===== src/rtl/arb_pkg.sv =====
// Shared constants for the two-requester round-robin arbiter.
package arb_pkg;

    localparam logic [1:0] IDLE    = 2'd0;
    localparam logic [1:0] GRANT_A = 2'd1;
    localparam logic [1:0] GRANT_B = 2'd2;

    localparam logic ID_A = 1'b0;
    localparam logic ID_B = 1'b1;

    localparam int unsigned TIMEOUT_DEFAULT = 15;

    typedef enum logic [1:0] {
        StIdle    = IDLE,
        StGrantA  = GRANT_A,
        StGrantB  = GRANT_B,
        StIllegal = 2'd3
    } state_e;

endpackage


===== src/rtl/hold_timer.sv =====
// Saturating grant-hold counter; flags the last permitted cycle of a grant.
module hold_timer #(
    parameter int unsigned CW      = 4,
    parameter int unsigned TIMEOUT = 15
) (
    input  logic clk,
    input  logic rst,
    input  logic clear,
    input  logic enable,
    output logic expired
);

    localparam logic [CW-1:0] LIMIT   = CW'(TIMEOUT - 1);
    localparam logic [CW-1:0] CNT_MAX = '1;

    logic [CW-1:0] cnt_q;

    always_ff @(posedge clk) begin
        if (rst || clear) begin
            cnt_q <= '0;
        end else if (enable && (cnt_q != CNT_MAX)) begin
            cnt_q <= cnt_q + 1'b1;
        end
    end

    assign expired = (cnt_q == LIMIT);

endmodule


===== src/rtl/rr_arb2.sv =====
// Two-requester round-robin arbiter with registered, mutually exclusive grants
// released on done, request drop or hold-time expiry.
module rr_arb2
    import arb_pkg::*;
#(
    parameter int unsigned TIMEOUT = TIMEOUT_DEFAULT,
    parameter int unsigned CW      = 4
) (
    input  logic clk,
    input  logic rst,
    input  logic req_a,
    input  logic req_b,
    input  logic done_a,
    input  logic done_b,
    output logic gnt_a,
    output logic gnt_b,
    output logic busy,
    output logic last,
    output logic timeout
);

    state_e state_q;
    logic   last_q;
    logic   timeout_q;
    logic   expired;

    // Counter sits at zero through every idle cycle, so each grant starts fresh.
    hold_timer #(
        .CW      (CW),
        .TIMEOUT (TIMEOUT)
    ) u_hold_timer (
        .clk     (clk),
        .rst     (rst),
        .clear   (~busy),
        .enable  (busy),
        .expired (expired)
    );

    always_ff @(posedge clk) begin
        if (rst) begin
            state_q   <= StIdle;
            last_q    <= ID_B;
            timeout_q <= 1'b0;
        end else begin
            timeout_q <= 1'b0;
            case (state_q)
                StIdle: begin
                    if (req_a && (!req_b || (last_q == ID_B))) begin
                        state_q <= StGrantA;
                        last_q  <= ID_A;
                    end else if (req_b) begin
                        state_q <= StGrantB;
                        last_q  <= ID_B;
                    end
                end
                StGrantA: begin
                    // A voluntary release takes priority over the forced one.
                    if (done_a || !req_a) begin
                        state_q <= StIdle;
                    end else if (expired) begin
                        state_q   <= StIdle;
                        timeout_q <= 1'b1;
                    end
                end
                StGrantB: begin
                    if (done_b || !req_b) begin
                        state_q <= StIdle;
                    end else if (expired) begin
                        state_q   <= StIdle;
                        timeout_q <= 1'b1;
                    end
                end
                default: state_q <= StIdle;
            endcase
        end
    end

    assign gnt_a   = (state_q == StGrantA);
    assign gnt_b   = (state_q == StGrantB);
    assign busy    = gnt_a | gnt_b;
    assign last    = last_q;
    assign timeout = timeout_q;

endmodule

===== config.mk =====
export PLATFORM = sky130hd
export DESIGN_NAME = rr_arb2
export DESIGN_NICKNAME = d
export VERILOG_FILES = /design/src/rtl/arb_pkg.sv /design/src/rtl/hold_timer.sv /design/src/rtl/rr_arb2.sv
export SDC_FILE = /design/constraint.sdc
export NUM_CORES = 1
export LEC_CHECK = 0
export ABC_CLOCK_PERIOD_IN_PS = 3500
export CORE_AREA = 5 5 42 44
export DETAILED_ROUTE_END_ITERATION = 8
export DIE_AREA = 0 0 47 49
export PLACE_DENSITY = 0.62
export SYNTH_ARGS = -nofsm -noshare
export SYNTH_HDL_FRONTEND = slang
export SYNTH_SLANG_ARGS = --single-unit

===== constraint.sdc =====
create_clock -name clk -period 3.5 [get_ports clk]
set_input_delay 0.7 -clock clk [delete_from_list [all_inputs] [get_ports clk]]
set_output_delay 0.7 -clock clk [all_outputs]
set_load 0.005 [all_outputs]

==> metrics.txt, run 1 <==
Setup WS pre-CTS=1.28 ns; Final Max Tran Viols=0; count of final hold-check violations=0; # Max-Cap Violations=0; Max Fanout on Critical Path=4; Routed Antenna Nets=0; Psw=approximately 60 uW; combinational share of power=a little over a fifth; syn nets=61; Peak Freq=442 MHz; setup TNS=0 ns; Setup crit start=state_q[0]$_SDFFE_PP0P_; full die area=2300 um2; Layout Nets=76; PD cells=approximately 380 nW/um2; Synth Warn #=0; Final setup viols=0; DP Area=around 560 um2; Mapped Area=439 um2; startpoint types=register; clock tree buffer depth=2; H-tree level count=1; diode count=0; CTS resizes=0; CTS root buf=clkbuf_4; first-pass GRT wire length=1460 um; setup bufs post-CTS=0; Worst Path Arrival=1.56 ns; DRT iter0 DRCs=5; IO Count=11; largest net degree at the start of global routing=7; CTS tree=built; insertion delay to the later sink of the worst-skew pair=0.26 ns; post-DP HPWL=717 um; CTS Sinks=8; Die X=47 um; Slew @ Worst Pin=0.224 ns; syn avg cell area=8.96 um2; post-synthesis register bit count=8; WP data required=~2.8 ns; routed length per instance=11.2 um; clock share of power=between 30% and 40%; Seq pwr share=46.1%; worst r2r src=state_q[1]$_SDFFE_PP0P_; final worst-path setup slack=~1.2 ns; Internal=164 uW; Num CTS Buffers=3; Port-buffer cells=10; synthesis-to-finish area growth=32.5%; commonest non-fill, non-tap cell in the layout=clkdlybuf4s50_1; switch share=approximately a quarter; Starting Density=31.3%; Mapped Cells=a little under 50; Final Wtd Congestion=0.721; vias in the first global route=359; Hold Buf Count CTS=0; Max VDD drop=230 uV; post-DR vias/cell=4.90; register area share after synthesis=36.5%; Pre-Repair DR Iteration Count=4; Setup crit end kind=output pin; RSZ-0062 raised after global routing=false; Rel. slew slack=85.0%; initial antenna violation count=0; Pleak=~0.00022 uW; Total Wirelength=876 um; Setup Skew=between 0.006 and 0.007 ns; post-route DRC violation count=0; Clock Pin Slew Worst Setup and Hold Paths=0.06 ns; crit path time final=2.26 ns; status=completed; layout cells sized above 1=between 6 and 7%; die height=just under 50 um; layout filler cell count=between 150 and 200; DR vias=approximately 380; most frequent cells in the layout=clkdlybuf4s50_1, dfxtp_1, ha_1, nor2_1, inv_1; gr ovfl total=0; final cell count without fillers=78; min-delay src=u_hold_timer.cnt_q[2]$_SDFFE_PP0P_; Core Box Area=1400 um2; Cell variety after synth=21; Row Count=14; Final period util=64.6%; critical path type=reg2out; Min-Delay Path Class=reg2reg; design area=approximately 580 um2; placed insts=75; Total GRT Usage=8.83%
## path summary, 6_finish.rpt
kind                                           endpoint  slack [ns]  cells past startpoint
worst max register to register  state_q[0]$_SDFFE_PP0P_        1.94                      6
worst min register to register       timeout$_SDFF_PP0_        0.54                      2
worst min-delay path                 timeout$_SDFF_PP0_        0.54                      2
worst max-delay path                               busy        1.24                      3
## critical path: stages, from the launching register on
cell	delay, ns
dfxtp_1	0.40
inv_1	0.11
ha_1	0.30
clkdlybuf4s50_1	0.50
## stage by stage
stage	utilization, %	hold WS, ns	total power (uW)
5_1_grt	41.5	0.584	240
3_3_place_gp	39.9	0.536	154
4_1_cts	41.5	0.547	228
3_5_place_dp	39.9	0.531	155
2_1_floorplan	-	0.489	130
6_report	41.5	0.537	224
## cell families after synthesis
| family | Yosys count | share of synthesized area (%) |
|---|---|---|
| mux | 1 | 2.28 |
| xor+xnor | 1 | 1.99 |
| fa+ha+maj | 6 | 17.1 |
| flops | 8 | 36.5 |
| buf+inv | 4 | 3.42 |
| compound gates | 9 | 15.4 |
| simple gates | 20 | 23.4 |
## routing by layer
metal	routed length (um)	up-vias	track usage [%]
li1	-	203	-
met3	99	2	5.90
met4	11	0	2.76
met5	0	-	0
met2	417	11	13.6
met1	348	166	9.56
## final cells by class
| type | instances | area [um2] | share of cell area, % |
|---|---|---|---|
| multi-input cells | 37 | 264 | 45.4 |
| flip-flops and latches | 8 | 160 | 27.5 |
| repair buffers | 10 | 100 | 17.2 |
| clock buffers | 3 | 22.5 | 3.87 |
| well taps | 16 | 20.0 | 3.44 |
| inverters | 4 | 15.0 | 2.58 |
## power groups by stage
stage / sequential, uW / clock (uW) / combinational (uW)
after detailed placement: 105 / 0 / 49.3
after floorplan: 104 / 0 / 25.6
after global placement: 105 / 0 / 49.0
final: 103 / 71.9 / 48.8
after CTS: 103 / 75.3 / 49.6
after global routing: 104 / 80.7 / 55.0
## cells in the mapped netlist (all sizes together)
cell type | instances | area share (%)
dfxtp | 8 | 36
nor3 | 3 | 3.4
o21a | 1 | 1.7
mux2i | 1 | 2.3
or3b | 1 | 2.0
a211oi | 1 | 1.7
o32ai | 2 | 4.0
nand3b | 1 | 1.7
xnor2 | 1 | 2.0
a21oi | 1 | 1.1
nand3 | 3 | 3.4
or2 | 1 | 1.4
o22a | 1 | 2.0
nor3b | 1 | 1.7
a32oi | 1 | 2.0
nand2 | 3 | 2.6
nand2b | 2 | 2.8
inv | 4 | 3.4
nor2 | 5 | 4.3
a31oi | 2 | 2.8
ha | 6 | 17
## state kept, by name (all words and copies together) (netlist names)
name	cells
last	1
state_q	2
timeout	1
u_hold_timer.cnt_q	4
Note: power is estimated with default switching activity, not from simulation.
==> inputs of run 2 (changes only) <==
--- a/config.mk
+++ b/config.mk
@@ -5,7 +5,7 @@
 export SDC_FILE = /design/constraint.sdc
 export NUM_CORES = 1
 export LEC_CHECK = 0
-export ABC_CLOCK_PERIOD_IN_PS = 3500
+export ABC_CLOCK_PERIOD_IN_PS = 2100
 export CORE_AREA = 5 5 42 44
 export DETAILED_ROUTE_END_ITERATION = 8
 export DIE_AREA = 0 0 47 49
==> constraint.sdc (replaced) <==
create_clock -name clk -period 2.1 [get_ports clk]
set_input_delay 0.42 -clock clk [delete_from_list [all_inputs] [get_ports clk]]
set_output_delay 0.42 -clock clk [all_outputs]
set_load 0.005 [all_outputs]
==> metrics.txt, run 2 (same netlist as run 1, synthesis figures left out) <==
status=completed; worst hold slack=0.533 ns; Final period util=93.2%; DP Area=about 570 um2; Seq pwr share=46.3%; Total GRT Usage=8.75%; Setup crit start=state_q[0]$_SDFFE_PP0P_; insertion delay to the later sink of the worst-skew pair=0.25 ns; Pre-Repair DR Iteration Count=2; Setup Skew=0.00375 ns; CTS tree=built; most flop-heavy register=u_hold_timer.cnt_q; setup bufs post-CTS=0; layout filler cell count=150; DR vias=approximately 380; Starting Density=31.3%; Slew @ Worst Pin=~0.22 ns; top flop regs=u_hold_timer.cnt_q: 4 flops, state_q: 2 flops; synthesis-to-finish area growth=34.2%; clock tree buffer depth=2; # Max-Cap Violations=0; global routing's busiest layer=met2; M1 GR Usage=between 10% and 20%; Final Wtd Congestion=0.712; routed length per instance=11.2 um; commonest non-fill, non-tap cell in the layout=clkdlybuf4s50_1; GR Util met2=12.7%; startpoint types=register; first-pass GRT wire length=1420 um; FF-to-FF End=state_q[1]$_SDFFE_PP0P_; max incr delay on CP=roughly 0.5 ns; initial antenna violation count=0; critical path type=reg2out; max reg flops=4; CTS resizes=0; Pleak=0.000228 uW; Final Max Tran Viols=0; PD cells=between 600 and 700 nW/um2; Clock Pin Slew Worst Setup and Hold Paths=0.06 ns; Setup crit end kind=output pin; Rel. slew slack=85.2%; fin util=42.1%; critical path, cell by cell=inv_1, ha_1, clkdlybuf4s50_1; worst hold stages=2; setup TNS=0 ns; most frequent cells in the layout=clkdlybuf4s50_1, dfxtp_1, ha_1, nor2_1, inv_1; worst r2r src=state_q[1]$_SDFFE_PP0P_; Port-buffer cells=10; Final setup viols=0; design area=589 um2; Total Wirelength=approximately 900 um; combinational share of power=22.3%; full die area=~2300 um2; Die X=47 um; switch share=25.8%; DRT iter0 DRCs=2; IO Count=11; largest net degree at the start of global routing=7; post-route DRC violation count=0; total power=about 370 uW; Worst R2R Path Depth=6; critical path's slowest cell=clkdlybuf4s50_1; Hold Buf Count CTS=0; Routed Antenna Nets=0; Worst Path Arrival=1.54 ns; Layout Nets=just under 80; met3 Use GR=approximately 3.7%; H-tree level count=1; Psw=96.0 uW; RSZ-0062 raised after global routing=false; gr ovfl total=0; Row Count=14; crit path time final=1.96 ns; CTS Sinks=8; vias in the first global route=332; Internal=275 uW; worst reg2reg setup slack=0.55 ns; die height=roughly 50 um; Max VDD drop=about 250 uV; post-DP HPWL=729 um; worst hold endpoint=timeout$_SDFF_PP0_; count of final hold-check violations=0; Num CTS Buffers=3; Peak Freq=511 MHz; Min-Delay Path Class=reg2reg; clock share of power=31.4%; Max Fanout on Critical Path=4; Core Box Area=1400 um2; diode count=0; CTS root buf=clkbuf_4; WP data required=1.68 ns; post-DR vias/cell=roughly 4.9; min-delay src=u_hold_timer.cnt_q[3]$_SDFFE_PP0P_; layout cells sized above 1=under 10%
[run 2: routing by layer]
metal / routed length [um] / vias to the layer above / part of all wire, %
met1: 390 / 168 / 44
met2: 425 / 8 / 48
met4: 0 / 0 / 0
li1: - / 208 / -
met5: 0 / - / 0
met3: 67 / 0 / 7.6
[run 2: layout make-up]
type / count / area (um2) / share of cell area (%)
multi-input combinational: 37 / 264 / 44.8
sequential: 8 / 160 / 27.2
timing repair buffer: 11 / 108 / 18.3
clock buffer: 3 / 22.5 / 3.82
tap: 16 / 20.0 / 3.40
inverter: 4 / 15.0 / 2.55
[run 2: power by group through the flow]
| stage | clock network [uW] | registers [uW] | logic (uW) |
|---|---|---|---|
| floorplan | 0 | 173 | 42.7 |
| global placement | 0 | 175 | 83.3 |
| detailed placement | 0 | 175 | 83.9 |
| CTS | 123 | 172 | 84.5 |
| global route | 130 | 174 | 93.8 |
| finish | 116 | 172 | 82.9 |
[run 2: per-stage QoR]
stage | setup WS (ns) | cells
final | 0.143 | 79
after global routing | 0.0453 | 79
after CTS | 0.128 | 79
after detailed placement | 0.188 | 76
after global placement | 0.243 | 76
after floorplan | 0.674 | 49
[run 2: critical path: cells and delay by family (launching register included)]
kind	cells	cell delay (ns)
fa+ha+maj	1	0.31
flops	1	0.38
buf+inv	2	0.60
[run 2: how the worst max path moves through the flow]
| stage | end | slack (ns) | cells past startpoint |
|---|---|---|---|
| 6_report | busy | 0.14 | 3 |
| 3_5_place_dp | state_q[1]$_SDFFE_PP0P_ | 0.19 | 5 |
| 4_1_cts | busy | 0.13 | 3 |
| 5_1_grt | busy | 0.05 | 3 |
| 2_1_floorplan | state_q[0]$_SDFFE_PP0P_ | 0.67 | 6 |
| 3_3_place_gp | state_q[1]$_SDFFE_PP0P_ | 0.24 | 5 |
